## config.mk

```make
export PLATFORM = sky130hd
export DESIGN_NAME = bv4_mul_sched
export DESIGN_NICKNAME = d
export VERILOG_FILES = /design/src/rtl/bv4_mul_sched_pkg.sv /design/src/rtl/bv4_mul_sched_mul2.sv /design/src/rtl/bv4_mul_sched.sv
export SDC_FILE = /design/constraint.sdc
export NUM_CORES = 1
export LEC_CHECK = 0
export CAP_MARGIN = 40
export CORE_MARGIN = 4
export CORE_UTILIZATION = 45
export CTS_CLUSTER_SIZE = 12
export DETAILED_ROUTE_END_ITERATION = 10
export GPL_TIMING_DRIVEN = 0
export PLACE_DENSITY = 0.72
export SYNTH_ARGS = -nofsm -noshare
export SYNTH_HDL_FRONTEND = slang
export SYNTH_SLANG_ARGS = --single-unit
```

## constraint.sdc

```tcl
create_clock -name in_clock -period 1.95 [get_ports in_clock]
set_input_delay 0.195 -clock in_clock [delete_from_list [all_inputs] [get_ports in_clock]]
set_output_delay 0.195 -clock in_clock [all_outputs]
set_load 0.01 [all_outputs]
```

## src/rtl/bv4_mul_sched_pkg.sv

```systemverilog
// Shared types for the sequential GF(2^4) tower-field multiplier (normal basis over GF(2^2)).
package bv4_mul_sched_pkg;

    typedef logic [1:0] bv2_t;
    typedef bv2_t [1:0] bv4_t;   // [1] = high half, [0] = low half

    typedef enum logic [1:0] {
        IDLE,
        MUL_H,
        MUL_L,
        MUL_S
    } mul_sched_state_t;

    // Scale by N in the GF(2^2) normal basis: {bit1, bit0} = {x0^x1, x1}.
    function automatic bv2_t bv2_scl_n(input bv2_t x);
        return {x[0] ^ x[1], x[1]};
    endfunction

endpackage

```

## src/rtl/bv4_mul_sched_mul2.sv

```systemverilog
// GF(2^2) multiplier in normal basis; purely combinational, shared by the scheduler.
module bv4_mul_sched_mul2
    import bv4_mul_sched_pkg::*;
(
    input  bv2_t x,
    input  bv2_t y,
    output bv2_t z
);

    logic t;

    assign t = (x[1] ^ x[0]) & (y[1] ^ y[0]);
    assign z = {(x[1] & y[1]) ^ t, (x[0] & y[0]) ^ t};

endmodule

```

## src/rtl/bv4_mul_sched.sv

```systemverilog
// Round-robin scheduled GF(2^4) multiplier: one GF(2^2) multiplier reused over three cycles.
// Optional BV4_MUL_SCHED_CLEAR_EN zeroes operand/partial registers when idle to stop toggling.
module bv4_mul_sched
    import bv4_mul_sched_pkg::*;
#(
    parameter int NUM_REQ = 2,
    parameter int ID_W    = (NUM_REQ > 1) ? $clog2(NUM_REQ) : 1
) (
    input  logic                in_clock,
    input  logic                in_reset,
    input  logic [NUM_REQ-1:0]  in_valid,
    output logic [NUM_REQ-1:0]  out_ready_req,
    input  bv4_t [NUM_REQ-1:0]  in_a,
    input  bv4_t [NUM_REQ-1:0]  in_b,
    output logic                out_valid,
    input  logic                in_ready,
    output bv4_t                out_c,
    output logic [ID_W-1:0]     out_id
);

    mul_sched_state_t   state_q;
    bv4_t               a_q;
    bv4_t               b_q;
    bv2_t               p_h_q;
    bv2_t               p_l_q;
    logic [ID_W-1:0]    id_q;
    logic [ID_W-1:0]    last_q;

    logic               arb_en;
    logic               found;
    logic [NUM_REQ-1:0] grant;
    logic [ID_W-1:0]    grant_id;

    bv2_t               mul_x;
    bv2_t               mul_y;
    bv2_t               mul_z;
    bv2_t               e;

    // A stalled result blocks new work unless it is being consumed this very cycle.
    assign arb_en = (state_q == IDLE) && (!out_valid || in_ready);

    // NOTE: every variable written in always_comb gets a default first, so no path infers a latch.
    always_comb begin
        found    = 1'b0;
        grant    = '0;
        grant_id = '0;
        for (int i = 1; i <= NUM_REQ; i++) begin
            if (!found && in_valid[(int'(last_q) + i) % NUM_REQ]) begin
                found = 1'b1;
                grant[(int'(last_q) + i) % NUM_REQ] = 1'b1;
                grant_id = ID_W'((int'(last_q) + i) % NUM_REQ);
            end
        end
    end

    assign out_ready_req = arb_en ? grant : '0;

    always_comb begin
        mul_x = a_q[1];
        mul_y = b_q[1];
        case (state_q)
            MUL_H: begin
                mul_x = a_q[1];
                mul_y = b_q[1];
            end
            MUL_L: begin
                mul_x = a_q[0];
                mul_y = b_q[0];
            end
            MUL_S: begin
                mul_x = a_q[1] ^ a_q[0];
                mul_y = b_q[1] ^ b_q[0];
            end
            default: begin
`ifdef BV4_MUL_SCHED_CLEAR_EN
                mul_x = '0;
                mul_y = '0;
`else
                mul_x = a_q[1];
                mul_y = b_q[1];
`endif
            end
        endcase
    end

    bv4_mul_sched_mul2 u_mul2 (
        .x (mul_x),
        .y (mul_y),
        .z (mul_z)
    );

    assign e = bv2_scl_n(mul_z);

    // NOTE: sequential state uses non-blocking assignments so every register sees pre-edge values.
    always_ff @(posedge in_clock) begin
        if (in_reset) begin
            // NOTE: the operand/partial registers are reset too, so an aborted operation leaves nothing behind.
            state_q   <= IDLE;
            a_q       <= '0;
            b_q       <= '0;
            p_h_q     <= '0;
            p_l_q     <= '0;
            id_q      <= '0;
            last_q    <= ID_W'(NUM_REQ - 1);
            out_valid <= 1'b0;
            out_c     <= '0;
            out_id    <= '0;
        end else begin
            if (out_valid && in_ready) begin
                out_valid <= 1'b0;
            end
            case (state_q)
                IDLE: begin
                    if (|out_ready_req) begin
                        a_q     <= in_a[grant_id];
                        b_q     <= in_b[grant_id];
                        id_q    <= grant_id;
                        state_q <= MUL_H;
                    end
`ifdef BV4_MUL_SCHED_CLEAR_EN
                    else if (out_valid && in_ready) begin
                        a_q   <= '0;
                        b_q   <= '0;
                        p_h_q <= '0;
                        p_l_q <= '0;
                    end
`endif
                end
                MUL_H: begin
                    p_h_q   <= mul_z;
                    state_q <= MUL_L;
                end
                MUL_L: begin
                    p_l_q   <= mul_z;
                    state_q <= MUL_S;
                end
                MUL_S: begin
                    out_c     <= {p_h_q ^ e, p_l_q ^ e};
                    out_id    <= id_q;
                    out_valid <= 1'b1;
                    last_q    <= id_q;
                    state_q   <= IDLE;
`ifdef BV4_MUL_SCHED_CLEAR_EN
                    a_q       <= '0;
                    b_q       <= '0;
                    p_h_q     <= '0;
                    p_l_q     <= '0;
`endif
                end
                default: state_q <= IDLE;
            endcase
        end
    end

endmodule

```

==> results.py <==
metrics = {
    "hold_path": {
        "min_path_cells": 2,
        "whs_endpoint": "out_c[3]",
        "min_from": "out_c[3]",
        "hold_class": "reg2reg",
    },
    "clocking": {
        "clk_path_buf_depth": 2,
        "cts_htree_levels": 1,
        "numCtsBuffers": 3,
        "cts_tree": "done",
        "cts_hold_buffers": 0,
        "path_clk_slew_ps": 140,
        "cts-root-buf": "clkbuf_4",
        "cts_sinks": 22,
        "insertion_delay_ps": 310,
    },
    "floorplanning": {
        "num_rows": 19,
        "dieArea_um2": 3870,
        "die_x_um": 62.2,
        "die_y_um": 62.2,
        "core-area_um2": 2780,
        "io_pins": 29,
        "initial_core_util_pct": 47.6,
    },
    "sta": {
        "setup_viol": 6,
        "maxSlewHeadroom_pct": 46.2,
        "hold_violations": 0,
        "rsz0062_at_grt": "true",
        "period_share_pct": 101,
        "slew_violations": 0,
        "max_freq_mhz": 507,
        "fin_ws_ps": -21.1,
        "period_needed_ps": 1970,
        "finalClockSkew_ps": 8.13,
        "worstMarginPinSlew_ps": 803,
        "whs_ps": 507,
    },
    "synthesis": {
        "synth-seq-cells": 22,
        "synth-main-ff-cell": "dfxtp_1",
        "synth_cells": 156,
        "synthesis.area_um2": 1320,
        "async_flop_share_pct": 0,
        "ys_seq_area_share_pct": 33.3,
        "ys_warn_count": 0,
        "synth-edff-count": 0,
        "ys_types": 41,
        "syn-num-nets": 182,
        "synth.avg_cell_area_um2": 8.49,
    },
    "pwr": {
        "p_total_mw": 1.92,
        "leakage_nw": 0.670,
        "switching_share_pct": 39.0,
        "power_density_nw_per_um2": 1020,
        "intPower_mw": 1.17,
        "ir_drop_v": 0.000642,
        "power_frac_seq_pct": 34.2,
        "comb_power_share_pct": 47.0,
        "p_clk_share_pct": 18.9,
        "p_sw_uw": 747,
    },
    "layout": {
        "final_cell_mix": "clkdlybuf4s50_1, nor2_1, dfxtp_1, a21oi_1, buf_4",
        "area_growth_pct": 42.0,
        "layout_commonest_cell": "clkdlybuf4s50_1",
        "layout-drive-gt1-share_pct": 21.8,
        "n_fill_cell": 229,
        "layout.nets": 224,
        "layout.cells.non_filler": 228,
        "diodes": 0,
    },
    "run_status": {
        "violations": "setup timing",
        "status": "finished with violations",
    },
    "flow_run": {
        "cap_violations": 0,
    },
    "placed_design": {
        "dp.cells": 215,
        "dp_hpwl_um": 2290,
        "portBuffers": 28,
        "gp_congestion": 0.786,
    },
    "global_route": {
        "grt_usage_pct": 16.9,
        "grt-ovfl-total": 0,
        "grt_max_degree": 14,
        "grt_pass1_vias": 1286,
        "antenna_found_initial": 0,
        "grt_pass1_wl_um": 5510,
    },
    "route": {
        "num_vias": 1255,
        "firstDrtPassIters": 4,
        "initialDrtViolationCount": 29,
        "vias_per_cell": 5.50,
        "wl_per_cell_um": 13.9,
        "route.detailed.drc": 0,
        "drt_wl_total_um": 3170,
        "antenna_left": 0,
    },
    "critical_path": {
        "cp-start-kind": "flip-flop",
        "reg2reg_depth": 9,
        "cp.arrival_ps": 2200,
        "r2r_setup_slack_ps": -20,
        "cp.required_ps": 2180,
        "regToRegStartpoint": "state_q[0]",
        "end_kind": "flip-flop",
        "path_max_fanout": 5,
        "path_class": "reg2reg",
        "reg2reg_to": "out_c[1]",
    },
}
-- layout make-up --
type | count | area, um2 | area share [%]
sequential | 22 | 448 | 23.8
timing repair buffer | 38 | 353 | 18.8
inverter | 10 | 45.0 | 2.40
clock inverter | 1 | 30.0 | 1.60
clock buffer | 3 | 22.5 | 1.20
multi-input combinational | 115 | 892 | 47.5
buffer | 8 | 50.0 | 2.66
tap | 31 | 38.8 | 2.06
-- synth_stat cells (5+ instances only) --
master,number,area share [%]
nor2_1,24,6.8
clkbuf_1,5,1.4
o21ai_0,6,2.3
a21oi_1,12,4.5
nand3_1,5,1.9
ha_1,5,4.7
inv_1,9,2.6
mux2i_1,9,6.8
dfxtp_1,22,33
nor3b_1,5,2.8
nand2_1,6,1.7
a211oi_1,5,2.8
-- kinds of logic (layout without fill, tap and decap cells) --
logic type                 Yosys count  in the layout  share of synthesized area, %
buffers and inverters               19             60                          6.52
adders and majority gates            5              5                          4.73
DFF                                 22             22                          33.3
AOI/OAI and AO/OA                   43             43                          24.2
and+or+nand+nor                     58             58                          24.5
muxes                                9              9                          6.81
-- timing repair --
item,CTS,global route
setup buffers,9,0
resized for setup,25,3
hold endpoints to repair,0,0
cloned,1,0
endpoints found under the setup margin,18,12
pin swaps,13,2
-- critical path: stages, from the launching register on --
cell      delay, ps
dfxtp_4         410
inv_4            50
ha_4            150
buf_6           130
nand2b_4        120
a21oi_4          70
a21oi_4         230
a211oi_2        140
or4_1           510
o311ai_1         80
-- metal layers --
| layer | global-route usage, % | part of all wire (%) | vias up | wire, um |
|---|---|---|---|---|
| li1 | - | - | 644 | - |
| met3 | 2.88 | 4.0 | 2 | 127 |
| met5 | 0 | 0 | - | 0 |
| met2 | 31.5 | 53 | 24 | 1670 |
| met1 | 19.4 | 42 | 585 | 1350 |
| met4 | 4.61 | 0.57 | 0 | 18 |
-- per-stage QoR --
stage	setup slack (ps)	utilization, %	setup TNS (ps)	instance area, um2
floorplan	1.26	-	0	1330
global placement	-341	59.3	-1070	1650
detailed placement	-404	59.3	-2580	1650
CTS	-26.9	67.4	-106	1880
global route	-150	67.6	-1090	1880
finish	-21.1	67.6	-81.0	1880
-- sequential cells by signal, indices dropped and copies added (netlist names) --
| register | cells |
|---|---|
| last_q | 1 |
| out_c | 4 |
| out_id | 1 |
| out_valid | 1 |
| id_q | 1 |
| state_q | 2 |
| p_h_q | 2 |
| b_q | 4 |
| p_l_q | 2 |
| a_q | 4 |
-- worst max path at each step --
stage,startpoint,end,slack [ps],depth (start not counted)
floorplan,state_q[0],out_c[1],1,9
global placement,in_valid[1],out_ready_req[1],-340,7
detailed placement,in_valid[1],out_ready_req[1],-400,7
CTS,state_q[1],out_ready_req[0],-30,5
global route,state_q[1],out_c[1],-150,8
finish,state_q[0],out_c[1],-20,9
-- power groups by stage --
stage / Combinational, mW / Sequential [mW] / Clock (mW)
floorplan: 0.537 / 0.618 / 0
global placement: 0.689 / 0.630 / 0
detailed placement: 0.722 / 0.637 / 0
CTS: 0.891 / 0.652 / 0.358
global route: 0.984 / 0.670 / 0.386
finish: 0.900 / 0.655 / 0.361
(Power assumes the default switching activity.)
